## src/rtl/util_spi_pkg.sv

```systemverilog
// Shared types and constants for the SPI master slice: sequencer state encoding
// and {cpol,cpha} mode constants.
package util_spi_pkg;

  localparam int unsigned DIV_W = 32;

  typedef enum logic [7:0] {
    ST_IDLE  = 8'h01,
    ST_LOAD  = 8'h02,
    ST_SETUP = 8'h04,
    ST_RUN   = 8'h08,
    ST_DRAIN = 8'h10,
    ST_HOLD  = 8'h20,
    ST_GAP   = 8'h40
  } spi_state_e;

  localparam logic [1:0] SPI_MODE0 = 2'b00;
  localparam logic [1:0] SPI_MODE1 = 2'b01;
  localparam logic [1:0] SPI_MODE2 = 2'b10;
  localparam logic [1:0] SPI_MODE3 = 2'b11;

endpackage

```

## src/rtl/util_spi_wait_cnt.sv

```systemverilog
// Loadable down-counter; done_o is high once the loaded count has expired.
// Loading N-1 keeps the owning state resident for N cycles.
module util_spi_wait_cnt
  import util_spi_pkg::*;
(
  input  logic             clk,
  input  logic             rst,
  input  logic             load_i,
  input  logic [DIV_W-1:0] load_val_i,
  output logic             done_o
);

  logic [DIV_W-1:0] cnt_q, cnt_d;
  logic             done_q;

  always_comb begin
    cnt_d = cnt_q;
    if (load_i) begin
      cnt_d = load_val_i;
    end else if (cnt_q != '0) begin
      cnt_d = cnt_q - DIV_W'(1);
    end
  end

  always_ff @(posedge clk or posedge rst) begin
    if (rst) begin
      cnt_q  <= '0;
      done_q <= 1'b1;
    end else begin
      cnt_q  <= cnt_d;
      done_q <= (cnt_d == '0);
    end
  end

  assign done_o = done_q;

endmodule

```

## src/rtl/util_spi_xfer_ctrl.sv

```systemverilog
// SPI transaction sequencer: programs util_spi_clk_gen, frames chip select with
// setup/hold/gap timing, shifts MOSI, samples MISO and returns the rx word.
module util_spi_xfer_ctrl
  import util_spi_pkg::*;
#(
  parameter int unsigned DATA_WIDTH      = 32,
  parameter int unsigned CNT_W           = 6,
  parameter logic [31:0] DEFAULT_CLK_DIV = 32'h00000064,
  parameter int unsigned CS_SETUP        = 4,
  parameter int unsigned CS_HOLD         = 4,
  parameter int unsigned CS_GAP          = 2
) (
  input  logic                  clk,
  input  logic                  rst,
  input  logic                  s_valid,
  output logic                  s_ready,
  input  logic [DATA_WIDTH-1:0] s_data,
  input  logic [CNT_W-1:0]      s_bits,
  input  logic [DIV_W-1:0]      cfg_baud_div,
  input  logic                  cfg_cpol,
  input  logic                  cfg_cpha,
  input  logic                  cfg_lsb_first,
  output logic                  m_valid,
  output logic [DATA_WIDTH-1:0] m_data,
  output logic                  busy,
  output logic                  gen_en,
  output logic                  gen_load,
  output logic [DIV_W-1:0]      gen_baud_div,
  output logic                  gen_cpol,
  output logic                  gen_cpha,
  input  logic                  gen_shift_en,
  input  logic                  gen_latch_en,
  output logic                  spi_csn,
  output logic                  spi_mosi,
  input  logic                  spi_miso
);

  spi_state_e state_q, state_d;

  logic [DATA_WIDTH-1:0] tx_q, tx_d, rx_q, rx_d, m_data_q, m_data_d;
  logic [CNT_W-1:0]      bits_q, bits_d, lat_cnt_q, lat_cnt_d, shf_cnt_q, shf_cnt_d;
  logic                  lsb_q, lsb_d;
  logic [DIV_W-1:0]      baud_q, baud_d, eff_div_q, eff_div_d, sh_amt_c;
  logic                  cpol_q, cpol_d, cpha_q, cpha_d;
  logic                  csn_q, csn_d, mosi_q, mosi_d, gen_en_q, gen_en_d;
  logic                  gen_load_q, gen_load_d, m_valid_q, m_valid_d;
  logic                  busy_q, busy_d, s_ready_q, s_ready_d;
  logic                  wait_load_c, wait_done;
  logic [DIV_W-1:0]      wait_val_c;

  // Zero or oversize counts select a full-width transfer.
  function automatic logic [CNT_W-1:0] clamp_bits(input logic [CNT_W-1:0] b);
    if (b == '0 || 32'(b) > DATA_WIDTH) return CNT_W'(DATA_WIDTH);
    return b;
  endfunction

  util_spi_wait_cnt u_wait (
    .clk        (clk),
    .rst        (rst),
    .load_i     (wait_load_c),
    .load_val_i (wait_val_c),
    .done_o     (wait_done)
  );

  always_comb begin
    state_d     = state_q;
    tx_d        = tx_q;
    rx_d        = rx_q;
    bits_d      = bits_q;
    lat_cnt_d   = lat_cnt_q;
    shf_cnt_d   = shf_cnt_q;
    lsb_d       = lsb_q;
    baud_d      = baud_q;
    eff_div_d   = eff_div_q;
    cpol_d      = cpol_q;
    cpha_d      = cpha_q;
    mosi_d      = mosi_q;
    m_data_d    = m_data_q;
    m_valid_d   = 1'b0;
    wait_load_c = 1'b0;
    wait_val_c  = '0;
    sh_amt_c    = '0;

    unique case (state_q)
      ST_IDLE: begin
        if (s_valid && s_ready_q) begin
          bits_d    = clamp_bits(s_bits);
          sh_amt_c  = DIV_W'(DATA_WIDTH) - DIV_W'(bits_d);
          // MSB-first words are left-justified so the first bit is always the top bit.
          tx_d      = cfg_lsb_first ? s_data : (s_data << sh_amt_c);
          rx_d      = '0;
          lat_cnt_d = '0;
          shf_cnt_d = '0;
          lsb_d     = cfg_lsb_first;
          baud_d    = cfg_baud_div;
          cpol_d    = cfg_cpol;
          cpha_d    = cfg_cpha;
          state_d   = ST_LOAD;
        end
      end
      ST_LOAD: begin
        if (baud_q > DIV_W'(1)) eff_div_d = baud_q;
        mosi_d      = lsb_q ? tx_q[0] : tx_q[DATA_WIDTH-1];
        wait_load_c = 1'b1;
        wait_val_c  = DIV_W'(CS_SETUP - 1);
        state_d     = ST_SETUP;
      end
      ST_SETUP: begin
        if (wait_done) state_d = ST_RUN;
      end
      ST_RUN: begin
        // Pulse 1 is skipped (bit 0 already presented); pulses past the count are dropped.
        if (gen_shift_en && (shf_cnt_q < bits_q)) begin
          shf_cnt_d = shf_cnt_q + CNT_W'(1);
          if (shf_cnt_q != '0) begin
            tx_d   = lsb_q ? (tx_q >> 1) : (tx_q << 1);
            mosi_d = lsb_q ? tx_d[0] : tx_d[DATA_WIDTH-1];
          end
        end
        if (gen_latch_en) begin
          rx_d      = lsb_q ? {spi_miso, rx_q[DATA_WIDTH-1:1]} : {rx_q[DATA_WIDTH-2:0], spi_miso};
          lat_cnt_d = lat_cnt_q + CNT_W'(1);
        end
        if (lat_cnt_d == bits_q) begin
          wait_load_c = 1'b1;
          wait_val_c  = eff_div_q - DIV_W'(1);
          state_d     = ST_DRAIN;
        end
      end
      ST_DRAIN: begin
        if (wait_done) begin
          wait_load_c = 1'b1;
          wait_val_c  = DIV_W'(CS_HOLD - 1);
          state_d     = ST_HOLD;
        end
      end
      ST_HOLD: begin
        if (wait_done) begin
          wait_load_c = 1'b1;
          wait_val_c  = DIV_W'(CS_GAP - 1);
          m_valid_d   = 1'b1;
          m_data_d    = lsb_q ? (rx_q >> (DIV_W'(DATA_WIDTH) - DIV_W'(bits_q))) : rx_q;
          state_d     = ST_GAP;
        end
      end
      ST_GAP: begin
        if (wait_done) state_d = ST_IDLE;
      end
      default: state_d = ST_IDLE;
    endcase

    s_ready_d  = (state_d == ST_IDLE);
    busy_d     = (state_d != ST_IDLE);
    csn_d      = !(state_d inside {ST_SETUP, ST_RUN, ST_DRAIN, ST_HOLD});
    gen_en_d   = (state_d == ST_RUN);
    gen_load_d = (state_d == ST_LOAD);
  end

  always_ff @(posedge clk or posedge rst) begin
    if (rst) begin
      state_q    <= ST_IDLE;
      tx_q       <= '0;
      rx_q       <= '0;
      bits_q     <= '0;
      lat_cnt_q  <= '0;
      shf_cnt_q  <= '0;
      lsb_q      <= 1'b0;
      baud_q     <= DEFAULT_CLK_DIV;
      eff_div_q  <= DEFAULT_CLK_DIV;
      cpol_q     <= 1'b0;
      cpha_q     <= 1'b0;
      csn_q      <= 1'b1;
      mosi_q     <= 1'b0;
      gen_en_q   <= 1'b0;
      gen_load_q <= 1'b0;
      m_valid_q  <= 1'b0;
      m_data_q   <= '0;
      busy_q     <= 1'b0;
      s_ready_q  <= 1'b0;
    end else begin
      state_q    <= state_d;
      tx_q       <= tx_d;
      rx_q       <= rx_d;
      bits_q     <= bits_d;
      lat_cnt_q  <= lat_cnt_d;
      shf_cnt_q  <= shf_cnt_d;
      lsb_q      <= lsb_d;
      baud_q     <= baud_d;
      eff_div_q  <= eff_div_d;
      cpol_q     <= cpol_d;
      cpha_q     <= cpha_d;
      csn_q      <= csn_d;
      mosi_q     <= mosi_d;
      gen_en_q   <= gen_en_d;
      gen_load_q <= gen_load_d;
      m_valid_q  <= m_valid_d;
      m_data_q   <= m_data_d;
      busy_q     <= busy_d;
      s_ready_q  <= s_ready_d;
    end
  end

  assign s_ready      = s_ready_q;
  assign busy         = busy_q;
  assign m_valid      = m_valid_q;
  assign m_data       = m_data_q;
  assign gen_en       = gen_en_q;
  assign gen_load     = gen_load_q;
  assign gen_baud_div = baud_q;
  assign gen_cpol     = cpol_q;
  assign gen_cpha     = cpha_q;
  assign spi_csn      = csn_q;
  assign spi_mosi     = mosi_q;

endmodule

```

## config.mk

```make
export PLATFORM = sky130hd
export DESIGN_NAME = util_spi_xfer_ctrl
export DESIGN_NICKNAME = d
export VERILOG_FILES = /design/src/rtl/util_spi_pkg.sv /design/src/rtl/util_spi_wait_cnt.sv /design/src/rtl/util_spi_xfer_ctrl.sv
export SDC_FILE = /design/constraint.sdc
export NUM_CORES = 1
export LEC_CHECK = 0
export CORE_MARGIN = 10
export CORE_UTILIZATION = 50
export DETAILED_ROUTE_END_ITERATION = 12
export HOLD_SLACK_MARGIN = 0.1
export PLACE_DENSITY = 0.71
export SLEW_MARGIN = 15
export SYNTH_ARGS = -nofsm -noshare
export SYNTH_HDL_FRONTEND = slang
export SYNTH_SLANG_ARGS = --single-unit
```

## constraint.sdc

```tcl
create_clock -name clk -period 13.7 [get_ports clk]
set_input_delay 3.425 -clock clk [delete_from_list [all_inputs] [get_ports clk]]
set_output_delay 3.425 -clock clk [all_outputs]
set_load 0.02 [all_outputs]
```

==> impl.org, run 1 <==
** Power
- Peak supply drop :: between 0.1 and 0.15 mV
- Power per cell area :: around 180 mW/mm^2
- Total leakage power :: about 7.5 nW
- The design draws around 3.2 mW.

** Logic synthesis
- Yosys warning count :: 0
- The mapped netlist covers between 0.015 and 0.02 mm^2.
- After synthesis the netlist holds a flip-flop and latch count of roughly 230.
- Of the post-synthesis cell area, the dominant cell type holds between 30% and 40%.
- In this run the mean area of a mapped cell was between 8 and 9 um^2.
- Async set-or-reset flop fraction in the synthesized netlist :: 100%
- Yosys attributes the largest share of cell area to dfrtp_1, nand2_1, mux2i_1.
- dfrtp_1 takes more of the synthesized area than any other cell.
- Post-Synthesis Cells :: roughly 1700
- Counting flops with a built-in enable in the synthesized netlist gives 0.
- Counting every net in the synthesized netlist gives 1813.
- Sequential cells were found to cover a little under two fifths of the synthesized design area.
- In the synthesized netlist the dominant register cell turns out to be dfrtp_1.
- Post-synth cell types :: 83

** CTS
- The clock reaches the later pin of the worst-skew pair after between 0.5 and 0.6 ns.
- Cts repair resizes :: 0
- TritonCTS built the clock tree.
- Clock tree root driver cell :: clkbuf_16
- In this run the number of H-tree levels came out at 1.
- Number of clock sinks :: ~230
- Clock-pin slew was measured on the worst setup and hold paths at 0.06 ns.
- Total setup buffers inserted after CTS :: 0
- In this run, post-CTS hold repair placed 0 buffers.
- No sink is reached through more buffers than the 3 on the longest clock path.
- Buffers inserted during clock tree synthesis total 27.

** GRT
- Wire length of the first global-routing pass :: around 73000 um
- Global router's overall resource usage :: 22.8%
- M3 GR Usage :: about 3.4%
- In the global route stage, met1 resource usage came out at approximately 32%.
- The via count of the first global-routing pass is roughly 13000.
- Grt total ovfl :: 0
- Entering global routing, the biggest net connects 96 pins.
- Grt peak-use layer :: met2
- Initial antenna violation count :: 1
- Global routing consumed, on the met2 layer, 35.4% of the routing resources.

** Cells and area
- For this run, the share of the core covered by cells in the final layout is between 60 and 70%.
- After filler insertion, the fill cell instance count of the layout stands at between 2000 and 3000.
- Net total in the final layout :: 1897
- Layout cells sized above 1 :: between 10% and 20%
- Relative area change from synthesis to final layout :: 18.1%
- The number of antenna diodes in the final layout is 0.

** STA
- Final setup TNS :: 0 ns
- The final-report max-slew violation count came to 0.
- After layout, the worst path uses roughly half of the clock period.
- RSZ-0062 raised after global routing :: no
- For the pin with the worst max-slew slack, the measured transition is approximately 1.1 ns.
- Derived from the worst setup path, the maximum achievable clock frequency is between 100 and 150 MHz.
- The routed design could run at a clock period as short as around 6.9 ns.
- Final hold viol count :: 0
- Worst slew margin relative to its limit :: 24.7%
- Worst Skew :: about 0.0074 ns
- Setup violations remaining at the end of the flow were counted as 0.

** Worst setup path
- The critical path in this run is classified as input pin to flip-flop.
- Register-to-Register Path Depth :: 10
- Capturing point of the worst reg2reg path :: m_data[9]
- Nature of the critical path endpoint :: flip-flop
- Of all nets on the critical path, the largest fanout is 25.
- Endpoint required time on the critical path :: approximately 14 ns
- For the worst setup path, the data arrival time is approximately 7.3 ns.
- The startpoint identified for the worst register-to-register timing path is bits_q[0].
- STA classifies the critical path startpoint as an input pin.
- Setup slack of the most critical reg-to-reg path :: roughly 10 ns

** Placed design
- Total half-perimeter wirelength after legalization and detailed placement :: 32700 um
- Global placement routability congestion :: approximately 0.95
- In this run the tool buffered the top-level ports with around 150 buffer cells.

** Worst hold path
- The path class of the tightest hold or removal check is flip-flop to flip-flop.
- For hold timing, the worst endpoint is m_data[19].
- Depth of the worst hold-timing path :: 2
- The worst hold path begins at m_data[19].

** Routing
- Number of vias after detailed routing :: ~14000
- Detailed-route wire length per cell :: between 20 and 25 um
- Detail-routed via count per cell :: about 6.1
- Final wirelength :: roughly 45000 um
- Residual DRC count :: 0
- Iteration count of the initial detailed-routing pass :: 6
- Starting DRT DRC Count :: 1375
- Number of nets with antenna violations after detailed routing :: 0

** Floorplan
- Die span in y :: 194 um
- For this design the top-level I/O count stands at about 150.
- The initial utilization of the core area, before any placement, comes to about half.
- From left edge to right edge, the die measures between 150 and 200 um.
- Die Outline Area :: 0.0378 mm^2
- The floorplan has 63 rows.
- The total area inside the core boundary comes to about 0.03 mm^2.

** Flow run
- The tool flagged a number of max-cap violations equal to 0.

** Run status
- Result of the run :: complete, no violations
==> area by class of cell <==
cell class | count | area [um^2] | area share (%)
Clock buffer | 39 | 801 | 4.45
Clock inverter | 10 | 175 | 0.974
Tap cell | 390 | 488 | 2.71
Multi-Input combinational cell | 1343 | 8940 | 49.7
Sequential cell | 229 | 5750 | 32.0
Inverter | 28 | 113 | 0.626
Timing Repair Buffer | 176 | 1710 | 9.52
==> kinds of logic (layout without fill, tap and decap cells) <==
family | count (synthesis) | in the layout | share of synthesized area, %
multiplexers | 182 | 182 | 14.6
flip-flops | 229 | 229 | 37.7
other | 1 | 1 | 0.0246
XOR/XNOR | 82 | 82 | 4.72
AND/OR/NAND/NOR | 634 | 634 | 19.9
buffers and inverters | 149 | 253 | 3.96
adder cells (fa/ha/maj) | 13 | 13 | 1.07
AO/OA/AOI/OAI | 431 | 431 | 18.1
==> metal layers <==
metal	wire length, um	up-vias
met1	20600	6553
met2	20500	480
li1	-	6438
met3	2980	69
met4	981	2
met5	12	-
==> where the power goes <==
group / internal (mW) / total (mW) / switching, mW
Sequential: 0.840 / 1.09 / 0.249
Combinational: 0.577 / 1.36 / 0.783
Clock: 0.482 / 0.766 / 0.284
Total: 1.90 / 3.22 / 1.32
==> sequential cells by signal, summed over array words and instances (netlist names), 6 cells and up <==
signal        flops
bits_q            6
eff_div_q        32
gen_baud_div     32
lat_cnt_q         6
m_data           32
rx_q             32
shf_cnt_q         6
state_q           8
tx_q             32
u_wait.cnt_q     32
==> worst max-delay path: stages <==
cell and delay (ns):
clkdlybuf4s50_1 0.59, nor2b_4 0.46, buf_12 0.26, inv_2 0.09, ha_1 0.61, buf_4 0.43
mux4_2 0.37, a21oi_1 0.29, o22ai_1 0.14, a221oi_1 0.35, a211oi_1 0.09, a21o_1 0.17
==> cell usage in the layout, fill, tap and decap left out, types with 27 or more instances in the layout <==
cell type,netlist,layout
nand2_1,312,312
dfrtp_1,220,218
clkdlybuf4s50_1,0,151
a21oi_1,112,111
mux2i_1,108,108
nor2_1,99,99
o21ai_0,91,91
nor3_1,48,48
mux2_2,47,47
xnor2_1,47,45
o22ai_1,44,43
o31ai_1,40,40
nor2b_1,36,35
xor2_1,35,33
nor4_1,29,29
mux4_2,27,27
clkbuf_16,0,27
==> stage by stage <==
stage | worst slack, ns | hold slack (ns) | cells | instance area, um^2
5_1_grt | 6.58 | 0.498 | 2215 | 18000
3_5_place_dp | 5.90 | 0.469 | 2165 | 17000
4_1_cts | 6.49 | 0.477 | 2214 | 18000
3_3_place_gp | 6.06 | 0.464 | 2165 | 17000
6_report | 6.82 | 0.477 | 2215 | 18000
2_1_floorplan | 4.01 | 0.458 | 1721 | 15200
==> cells in the mapped netlist (12+ instances only) <==
library cell,number
nor4_1,29
clkbuf_1,93
nand2_1,312
o22ai_1,44
xor2_1,35
xnor2_1,47
ha_1,13
a221oi_1,14
o31ai_1,40
dfrtp_1,220
o21ai_0,91
nor2_1,99
a211oi_1,21
buf_2,17
nand4_1,12
o221ai_1,15
nand3_1,22
a21oi_1,112
a21o_1,18
o211ai_1,13
mux2i_1,108
nor3_1,48
inv_1,24
nor2b_1,36
mux4_2,27
mux2_2,47
==> worst max-delay path by stage <==
| stage | from | to | slack [ns] |
|---|---|---|---|
| after floorplan | rst | bits_q[0] | 4.01 |
| after global placement | s_bits[5] | tx_q[20] | 6.06 |
| after detailed placement | s_bits[5] | tx_q[12] | 5.90 |
| after CTS | s_bits[5] | tx_q[12] | 6.49 |
| after global routing | s_bits[5] | tx_q[20] | 6.58 |
| final | s_bits[5] | tx_q[12] | 6.82 |
(Power assumes the default switching activity.)
==> inputs of run 2 (changes only) <==
Settings changed: PLACE_DENSITY 0.71 to 0.74.
Clock period 13.7 ns to 6 ns, I/O delays scaled along.
==> run 2 against run 1 <==
Effect of this change: clock skew grew 0.013 ns; sequential share of layout area shrank 0.078 points; sequential cell count is the same; worst setup slack lost 5.4 ns; power grew 130%; core utilization grew 0.15 points; die area is the same; wire length grew 1.8%; sequential power grew 120%; critical path type unchanged; largest cell class unchanged; highest routed layer is now met4.
==> impl.org, run 2 (same netlist as run 1, synthesis figures left out) <==
** Cells and area
- The number of diodes added for antenna fixing was 0 (unchanged).
- The most common cell after layout, fill and taps aside was nand2_1 (unchanged).
- The final non-filler cell total was 2215 (unchanged).
- Net total in the final layout :: 1898 (was 1897)
- The area growth from synthesis to layout was 18.4% (was 18.1%).
- Most frequent cells in the layout: nand2_1, dfrtp_1, clkdlybuf4s50_1 (unchanged).
- The count of filler cells inserted in the layout is 2562 (was 2598).
- The layout cell share with drive strength beyond 1 was 10.5% (was 10.4%).
- Design area :: 0.0180 mm^2 (about the same)

** CTS
- Clock transition at the registers of the reported paths :: 0.06 ns (about the same)
- Post-cts hold buffer count :: 0 (unchanged)
- The post-cts sizing count came to 0 (unchanged).
- The maximum clock insertion buffer count was 3 (unchanged).
- The H-tree depth reported by CTS is 1 (unchanged).
- CTS Buf Count :: 26 (was 27)
- The clock tree from TritonCTS is yes (unchanged).
- Total setup buffers inserted after CTS :: 0 (unchanged)
- Number of clock sinks :: 229 (unchanged)
- The clock root buffer master is clkbuf_16 (unchanged).
- Clk_lat worst skew :: 0.55 ns (was 0.54 ns)

** Worst setup path
- Most frequent cell on the critical path :: mux2i_1
- The launching element type of the critical path is an input pin (unchanged).
- Chain of cells forming the critical path :: clkdlybuf4s50_1 > nor2b_4 > inv_2 > ha_1 > buf_4 > mux2i_1 > mux2i_1 > o22ai_1 > a221oi_1 > a211oi_1 > a21o_1 (was clkdlybuf4s50_1 > nor2b_4 > buf_12 > inv_2 > ha_1 > buf_4 > mux4_2 > a21oi_1 > o22ai_1 > a221oi_1 > a211oi_1 > a21o_1)
- The required time of the critical path is 6.43 ns (was 14.13 ns).
- Arrival time of the worst setup path :: 4.99 ns (was 7.31 ns)
- Peak per-stage delay on the critical path :: 0.68 ns (was 0.61 ns)
- The biggest fanout along the worst timing path was 21 (was 25).
- Nature of the critical path endpoint :: flip-flop (unchanged)
- Highest-delay cell along the critical path :: ha_1 (unchanged)
- The type of the worst setup path was input pin to flip-flop (unchanged).

** STA
- RSZ-0062 raised after global routing :: no (unchanged)
- The worst path in the final design needs a cycle of around 4.6 ns, including I/O delays and setup.
- Worst Skew :: 0.0200 ns (was 0.00741 ns)
- Top achievable clock speed :: roughly 220 MHz
- The worst hold slack was 0.480 ns (was 0.477 ns).
- Worst setup margin :: 1.44 ns (was 6.82 ns)
- Max-slew violation count :: 0 (unchanged)
- Actual slew at the worst max-slew pin :: 1.10 ns (was 1.13 ns)
- Part of the cycle the worst path needs :: between 70% and 80%
- The final hold violation count is 0 (unchanged).
- The setup total negative slack is 0 ns (unchanged).
- Total setup violations reported at the end of the flow :: 0 (unchanged)
- Worst slew margin relative to its limit :: 26.4% (was 24.7%)

** Floorplan
- Die Outline Area :: 0.0378 mm^2 (unchanged)
- The initial standard-cell utilization of the core is 50.9% (unchanged).
- The y dimension of the die is 194 um (unchanged).
- The placement row count is 63 (unchanged).
- The core area came to 0.0299 mm^2 (unchanged).
- Number of placed I/O pins :: 152 (unchanged)
- The horizontal extent of the die came to 194 um (unchanged).

** Routing
- The ratio of routed vias to standard cells was 6.19 (was 6.11).
- Top sig layer :: met4 (was met5)
- Number of nets with antenna violations after detailed routing :: 0 (unchanged)
- Detail Route met2 WL :: 20700 um (was 20500 um)
- The DRC violation count after routing came to 0 (unchanged).
- The met3 wire length is 3700 um (was 2980 um).
- The total number of vias is 13714 (was 13542).
- Detailed-route wire length per cell :: 20.7 um (was 20.3 um)
- Final wirelength :: 45900 um (was 45100 um)
- The detailed-route wire length on metal 1 came to 20400 um (was 20600 um).
- The initial DRC count was 1448 (was 1375).
- The number of optimization iterations in the first detailed-route pass was 5 (was 6).

** Placed design
- The post-place instance area is 0.0170 mm^2 (about the same).
- Post-place setup slack :: 0.930 ns (was 5.90 ns)
- Instance count after placement with tap cells included :: 2168 (was 2165)
- The weighted congestion reported at the end of routability-driven placement was 0.963 (was 0.953).
- Count of port buffers added during placement :: 151 (unchanged)
- The placed wire-length estimate after detailed placement was 32900 um (was 32700 um).

** GRT
- Grt total ovfl :: 0 (unchanged)
- Initial antenna violation count :: 0 (was 1)
- The via count of the first global-routing pass came to 13262 (was 13143).
- Global router's overall resource usage :: 23.2% (was 22.8%)
- Largest net degree at the start of global routing :: 131 (was 96)
- The global-route wire length before repair was 74000 um (was 73100 um).

** Power
- Total leakage power :: 7.50 nW (was 7.48 nW)
- Peak supply drop :: 0.254 mV (was 0.144 mV)
- The total power divided by cell area is 416 mW/mm^2 (was 179 mW/mm^2).

** Worst hold path
- HP Class :: flip-flop to flip-flop (unchanged)

** Flow run
- The max-capacitance violation count was 0 (unchanged).

** Run status
- Result of the run :: complete, no violations (unchanged)
run 2: final timing paths:
check                                 from    endpoint  slack [ns]  cells after the start
min in group asynchronous              rst  m_data[16]        1.27                      2
worst max register to register   bits_q[1]   m_data[9]        2.19                     10
worst min register to register  m_data[28]  m_data[28]        0.48                      2
worst max-delay path             s_bits[5]    tx_q[15]        1.44                     11
max in group asynchronous              rst       lsb_q        3.71                      3
worst min-delay path            m_data[28]  m_data[28]        0.48                      2
run 2: critical path: cells and delay by family:
family	cells	cell delay [ns]
compound gates	4	0.96
fa+ha+maj	1	0.68
buf+inv	3	1.10
mux	2	0.54
simple gates	1	0.20
run 2: cell type report:
cell class	count	area, um^2	area share (%)
inverter	28	109	0.604
multi-input combinational	1343	8940	49.6
tap	390	488	2.71
clock buffer	34	741	4.11
timing repair buffer	178	1740	9.65
clock inverter	13	255	1.42
sequential	229	5750	31.9
run 2: through the flow:
| stage | utilization [%] | total power, mW |
|---|---|---|
| floorplan | - | 4.57 |
| global placement | 57.0 | 5.54 |
| detailed placement | 57.0 | 5.61 |
| CTS | 60.3 | 7.46 |
| global route | 60.3 | 7.92 |
| finish | 60.3 | 7.49 |
run 2: metal layers:
layer	vias up	track usage (%)
met4	0	6.08
met1	6661	33.0
li1	6420	-
met2	564	35.2
met3	69	4.53
met5	-	0
run 2: where the power goes:
part | internal, mW | switching, mW | total, mW
combinational | 1.32 | 1.91 | 3.23
sequential | 1.92 | 0.503 | 2.42
clock | 1.17 | 0.666 | 1.83
